<file path="src/rtl/regfile_wb_stage.sv">
// regfile_wb_stage
//   Writeback stage of the 16-bit pipeline. Holds the MEM/WB pipeline
//   register, selects ALU result or load data, and drives the register-file
//   write port ($0 is never written). Also provides write-through bypass for
//   both decode read ports, a sticky halt flag and a saturating retire counter.
//
// Ports
//   clk, rst        rising-edge clock, synchronous active-high reset
//   stall, flush    hold MEM/WB / load a bubble into MEM/WB (flush wins)
//   in_*            MEM-stage instruction fields captured into MEM/WB
//   SrcReg1/2       decode-stage read addresses
//   rf_data1/2      raw register-file read values
//   DstReg/DstData  register-file write address / data
//   WriteReg        register-file write enable
//   bypass_data1/2  forwarded read data
//   halted          sticky, set when a HLT retires
//   retire_count    retired-instruction count, saturating at 16'hFFFF
module regfile_wb_stage #(
    parameter int DATA_W     = 16,
    parameter int REG_ADDR_W = 4
) (
    input  logic                  clk,
    input  logic                  rst,
    input  logic                  stall,
    input  logic                  flush,
    input  logic                  in_valid,
    input  logic                  in_regwrite,
    input  logic                  in_memtoreg,
    input  logic                  in_halt,
    input  logic [REG_ADDR_W-1:0] in_dst_reg,
    input  logic [DATA_W-1:0]     in_alu_result,
    input  logic [DATA_W-1:0]     in_mem_data,
    input  logic [REG_ADDR_W-1:0] SrcReg1,
    input  logic [REG_ADDR_W-1:0] SrcReg2,
    input  logic [DATA_W-1:0]     rf_data1,
    input  logic [DATA_W-1:0]     rf_data2,
    output logic [REG_ADDR_W-1:0] DstReg,
    output logic [DATA_W-1:0]     DstData,
    output logic                  WriteReg,
    output logic [DATA_W-1:0]     bypass_data1,
    output logic [DATA_W-1:0]     bypass_data2,
    output logic                  halted,
    output logic [15:0]           retire_count
);

    logic                  wb_valid_q,    wb_valid_d;
    logic                  wb_regwrite_q, wb_regwrite_d;
    logic                  wb_memtoreg_q, wb_memtoreg_d;
    logic                  wb_halt_q,     wb_halt_d;
    logic [REG_ADDR_W-1:0] wb_dst_reg_q,  wb_dst_reg_d;
    logic [DATA_W-1:0]     wb_alu_q,      wb_alu_d;
    logic [DATA_W-1:0]     wb_mem_q,      wb_mem_d;
    logic                  halted_q,      halted_d;
    logic [15:0]           retire_cnt_q,  retire_cnt_d;
    logic                  retire;

    // MEM/WB next state. Flush and halt only kill the valid bit; the other
    // fields keep their previous contents.
    always_comb begin
        wb_valid_d    = wb_valid_q;
        wb_regwrite_d = wb_regwrite_q;
        wb_memtoreg_d = wb_memtoreg_q;
        wb_halt_d     = wb_halt_q;
        wb_dst_reg_d  = wb_dst_reg_q;
        wb_alu_d      = wb_alu_q;
        wb_mem_d      = wb_mem_q;
        if (flush) begin
            wb_valid_d = 1'b0;
        end else if (halted_q || (wb_valid_q && wb_halt_q)) begin
            // Once a HLT has reached WB, nothing behind it may enter.
            wb_valid_d = 1'b0;
        end else if (!stall) begin
            wb_valid_d    = in_valid;
            wb_regwrite_d = in_regwrite;
            wb_memtoreg_d = in_memtoreg;
            wb_halt_d     = in_halt;
            wb_dst_reg_d  = in_dst_reg;
            wb_alu_d      = in_alu_result;
            wb_mem_d      = in_mem_data;
        end
    end

    assign retire = wb_valid_q & ~stall & ~flush & ~halted_q;

    always_comb begin
        retire_cnt_d = retire_cnt_q;
        if (retire && (retire_cnt_q != 16'hFFFF)) begin
            retire_cnt_d = retire_cnt_q + 16'd1;
        end
        halted_d = halted_q | (retire & wb_halt_q);
    end

    always_ff @(posedge clk) begin
        if (rst) begin
            wb_valid_q    <= 1'b0;
            wb_regwrite_q <= 1'b0;
            wb_memtoreg_q <= 1'b0;
            wb_halt_q     <= 1'b0;
            wb_dst_reg_q  <= '0;
            wb_alu_q      <= '0;
            wb_mem_q      <= '0;
            halted_q      <= 1'b0;
            retire_cnt_q  <= '0;
        end else begin
            wb_valid_q    <= wb_valid_d;
            wb_regwrite_q <= wb_regwrite_d;
            wb_memtoreg_q <= wb_memtoreg_d;
            wb_halt_q     <= wb_halt_d;
            wb_dst_reg_q  <= wb_dst_reg_d;
            wb_alu_q      <= wb_alu_d;
            wb_mem_q      <= wb_mem_d;
            halted_q      <= halted_d;
            retire_cnt_q  <= retire_cnt_d;
        end
    end

    assign DstReg       = wb_dst_reg_q;
    assign DstData      = wb_memtoreg_q ? wb_mem_q : wb_alu_q;
    assign WriteReg     = wb_valid_q & wb_regwrite_q & ~wb_halt_q & ~halted_q
                        & (wb_dst_reg_q != '0);
    assign halted       = halted_q;
    assign retire_count = retire_cnt_q;

    always_comb begin
        bypass_data1 = rf_data1;
        bypass_data2 = rf_data2;
        if (SrcReg1 == '0) begin
            bypass_data1 = '0;
        end else if (WriteReg && (DstReg == SrcReg1)) begin
            bypass_data1 = DstData;
        end
        if (SrcReg2 == '0) begin
            bypass_data2 = '0;
        end else if (WriteReg && (DstReg == SrcReg2)) begin
            bypass_data2 = DstData;
        end
    end

endmodule

</file>
<file path="config.mk">
export PLATFORM = sky130hd
export DESIGN_NAME = regfile_wb_stage
export DESIGN_NICKNAME = d
export VERILOG_FILES = /design/src/rtl/regfile_wb_stage.sv
export SDC_FILE = /design/constraint.sdc
export NUM_CORES = 1
export LEC_CHECK = 0
export BUFFER_PORTS_ARGS = -buffer_cell sky130_fd_sc_hd__buf_4
export CELL_PAD_IN_SITES_DETAIL_PLACEMENT = 0
export CELL_PAD_IN_SITES_GLOBAL_PLACEMENT = 1
export CORE_UTILIZATION = 28
export CTS_CLUSTER_SIZE = 20
export DETAILED_ROUTE_END_ITERATION = 8
export PLACE_DENSITY_LB_ADDON = 0.08
export SYNTH_ARGS = -nofsm -noshare
export SYNTH_HDL_FRONTEND = slang
export SYNTH_SLANG_ARGS = --single-unit
export TNS_END_PERCENT = 30
</file>
<file path="constraint.sdc">
create_clock -name clk -period 2.2 [get_ports clk]
set_input_delay 0.22 -clock clk [delete_from_list [all_inputs] [get_ports clk]]
set_output_delay 0.22 -clock clk [all_outputs]
set_load 0.05 [all_outputs]
</file>
==> summary.txt <==
Place
  • PortBufs: 153
  • HPWL after detailed placement: 8200 um
  • GP Congestion: 0.801
  • Pre-CTS setup slack: -0.0244 ns
  • Placed cell count: 706

Clocking
  • Clk slew on worst S/H paths: 0.07 ns
  • Setup Buffers After CTS: 0
  • CTS tree: done
  • # H-tree levels: 3
  • CTS Sinks: 57
  • Clock Tree Buf Depth: 2
  • CTS root buffer: clkbuf_8
  • Clk_lat worst skew: 0.33 ns
  • TritonCTS buffer count: 9

Floorplan
  • Die height: 107 um
  • Die X: 107 um
  • Die footprint: 11500 um^2
  • Starting density of the core: 28.7%
  • FP Rows: 38
  • Core area: 10800 um^2
  • Ports: 154

Worst hold path
  • HP Class: in2reg

Global route
  • Largest net degree at the start of global routing: 62
  • Grt ovf: 0
  • GRT Util Overall: 19.1%
  • Antenna violations before repair: 0
  • Global-route wire length before repair: 17300 um
  • Vias in the first global route: 3427

Timing
  • Slew Limit Fails: 0
  • Final Cycle Share: 104%
  • Max Clk Rate: 437 MHz
  • Final Hold Violating Endpoints: 0
  • RSZ-0062 raised after global routing: yes
  • Slew margin rel.: 58.1%
  • Clk_skew: 0.00827 ns
  • Final setup TNS: -1.09 ns
  • PnR worst setup slack: -0.0863 ns
  • WHS: 0.124 ns
  • Worst Max-Slew Pin Slew: 0.628 ns
  • Final setup fails: 29
  • Final period demand of the worst path: 2.29 ns

Detailed routing
  • DR pass1 iterations: 4
  • Routed wire per std cell: 15.5 um
  • Final wirelength: 11200 um
  • Via-per-instance ratio: 5.07
  • Vias after detailed routing: 3667
  • 1st-iter DRT viols: 273
  • Final ANT Viol Nets: 0
  • Residual DRC: 0

Final layout
  • Number of diodes: 0
  • Commonest non-fill, non-tap cell in the layout: buf_4
  • Nets: 663
  • Post-route non-filler standard cell count: 723
  • Commonest cells after routing, fill and taps aside: buf_4 (142), nand2_1 (86), a21oi_1 (78)
  • Layout Area Growth over Synthesis: 76.0%
  • Layout cells sized above 1: 48.7%

Logic synthesis
  • Synth cell types: 36
  • Async SR Flop Fraction: 0%
  • Post-synth EDFFs: 0
  • Mapped Cells: 423
  • Post-Syn Nets: 508
  • Mapped Area: 3110 um^2
  • Synth Flop Type: dfxtp_1
  • #FFs+latches synth: 57
  • Seq/Total Area, Yosys: 36.7%
  • Yosys warning count: 0
  • Syn_area_per_cell: 7.34 um^2

Critical path
  • CP Max Fanout: 16
  • Arr. time, crit path: 2.07 ns
  • Worst Setup End Kind: primary output
  • Critical path data required time: 1.98 ns
  • CP Launch Type: flip-flop
  • CP Class: reg2out

Outcome
  • Status: complete, but fails checks
  • Failing checks: negative setup slack

Power
  • Reg power frac: 35.1%
  • Cell-internal power: 0.00224 W
  • Sw frac: 27.8%
  • Comb pwr share: 23.4%
  • Worst vdd ir: 351 uV
  • P_sw: 0.000862 W
  • Cell leakage power: 2.12 nW
  • Clock share of power: 41.5%
  • PD cells: 568 nW/um^2

Flow run
  • Max Cap Viol: 0
-- what timing repair did --
item / in CTS / in global routing
gates cloned: 0 / 1
hold buffers: 0 / 0
endpoints found under the setup margin: 33 / 35
pin swaps: 1 / 3
resized for setup: 44 / 18
-- layer usage --
layer / up-vias / track usage (%) / share of wire (%) / routed length [um]
met3: 13 / 3.09 / 6.6 / 735
met1: 1711 / 24.7 / 45 / 5030
li1: 1825 / - / - / -
met5: - / 0 / 0 / 0
met4: 0 / 5.58 / 1.4 / 161
met2: 118 / 32.5 / 47 / 5290
-- kinds of logic (layout without fill, tap and decap cells) --
family | after synthesis | in the layout | share of synthesized area, %
AOI/OAI and AO/OA | 96 | 96 | 16.9
xor gates and xnor gates | 9 | 9 | 2.54
adders and majority gates | 1 | 1 | 0.403
buffers and inverters | 36 | 196 | 4.43
DFF | 57 | 57 | 36.7
muxes | 21 | 21 | 7.49
and+or+nand+nor | 203 | 203 | 31.5
-- power groups by stage --
stage / registers [W] / clock network (W) / logic (W)
floorplan: 0.00112 / 0 / 0.000409
global placement: 0.00111 / 0 / 0.000686
detailed placement: 0.00111 / 0 / 0.000693
CTS: 0.00109 / 0.00132 / 0.000727
global route: 0.00109 / 0.00136 / 0.000770
finish: 0.00109 / 0.00129 / 0.000726
-- synthesized netlist by cell type, types with 3 or more instances --
master    number  share of area [%]
nor4_1         7                1.4
nor2b_1        3               0.60
nand3_1        4               0.64
mux2_2        18                6.5
clkbuf_1      29                3.5
or4_1          9                2.2
a21oi_1       80                 13
xnor2_1        9                2.5
dfxtp_1       57                 37
nor2_1         7               0.85
o31ai_1        7                1.7
inv_1          3               0.36
nand4_1        7                1.4
nand2_1       86                 10
nor3_1        67                 11
mux2i_1        3               0.97
and4_1         4                1.1
-- critical path, cell delays in order (launching register included) --
cell	delay [ns]
dfxtp_2	0.35
nor4bb_4	0.32
buf_4	0.17
o41ai_4	0.09
inv_2	0.13
clkbuf_16	0.19
a21oi_1	0.10
nor3_4	0.19
buf_6	0.18
-- final timing paths --
check,depth (start not counted),to,startpoint,slack [ns]
worst min-delay path,3,DstReg[1]$_SDFFE_PP0P_,in_dst_reg[1],0.12
worst max register to register,4,retire_count[11]$_SDFFE_PP0P_,halted$_SDFF_PP0_,0.09
worst max-delay path,8,bypass_data1[2],wb_halt_q$_SDFFE_PP0P_,-0.09
worst min register to register,2,wb_alu_q[11]$_SDFFE_PP0P_,wb_alu_q[11]$_SDFFE_PP0P_,0.45
-- final cells by class --
class	instances	area (um^2)
fill	1051	5370
multi-input combinational	330	2360
timing repair buffer	177	1490
sequential	57	1160
clock buffer	12	176
tap	140	175
clock inverter	4	95.1
inverter	3	11.3
-- through the flow --
stage | utilization, % | instance area [um^2] | total power, W
floorplan | - | 3520 | 0.00153
global placement | 45.3 | 4910 | 0.00180
detailed placement | 45.3 | 4910 | 0.00180
CTS | 49.5 | 5370 | 0.00313
global route | 50.4 | 5470 | 0.00323
finish | 50.4 | 5470 | 0.00310
-- sequential cells by signal, indices dropped and copies added, names as in the netlist --
| register | count |
|---|---|
| retire_count | 16 |
| wb_alu_q | 16 |
| wb_mem_q | 16 |
| DstReg | 4 |
| halted | 1 |
| wb_halt_q | 1 |
| wb_memtoreg_q | 1 |
| wb_regwrite_q | 1 |
| wb_valid_q | 1 |
Power figures use the tool's default switching activity.
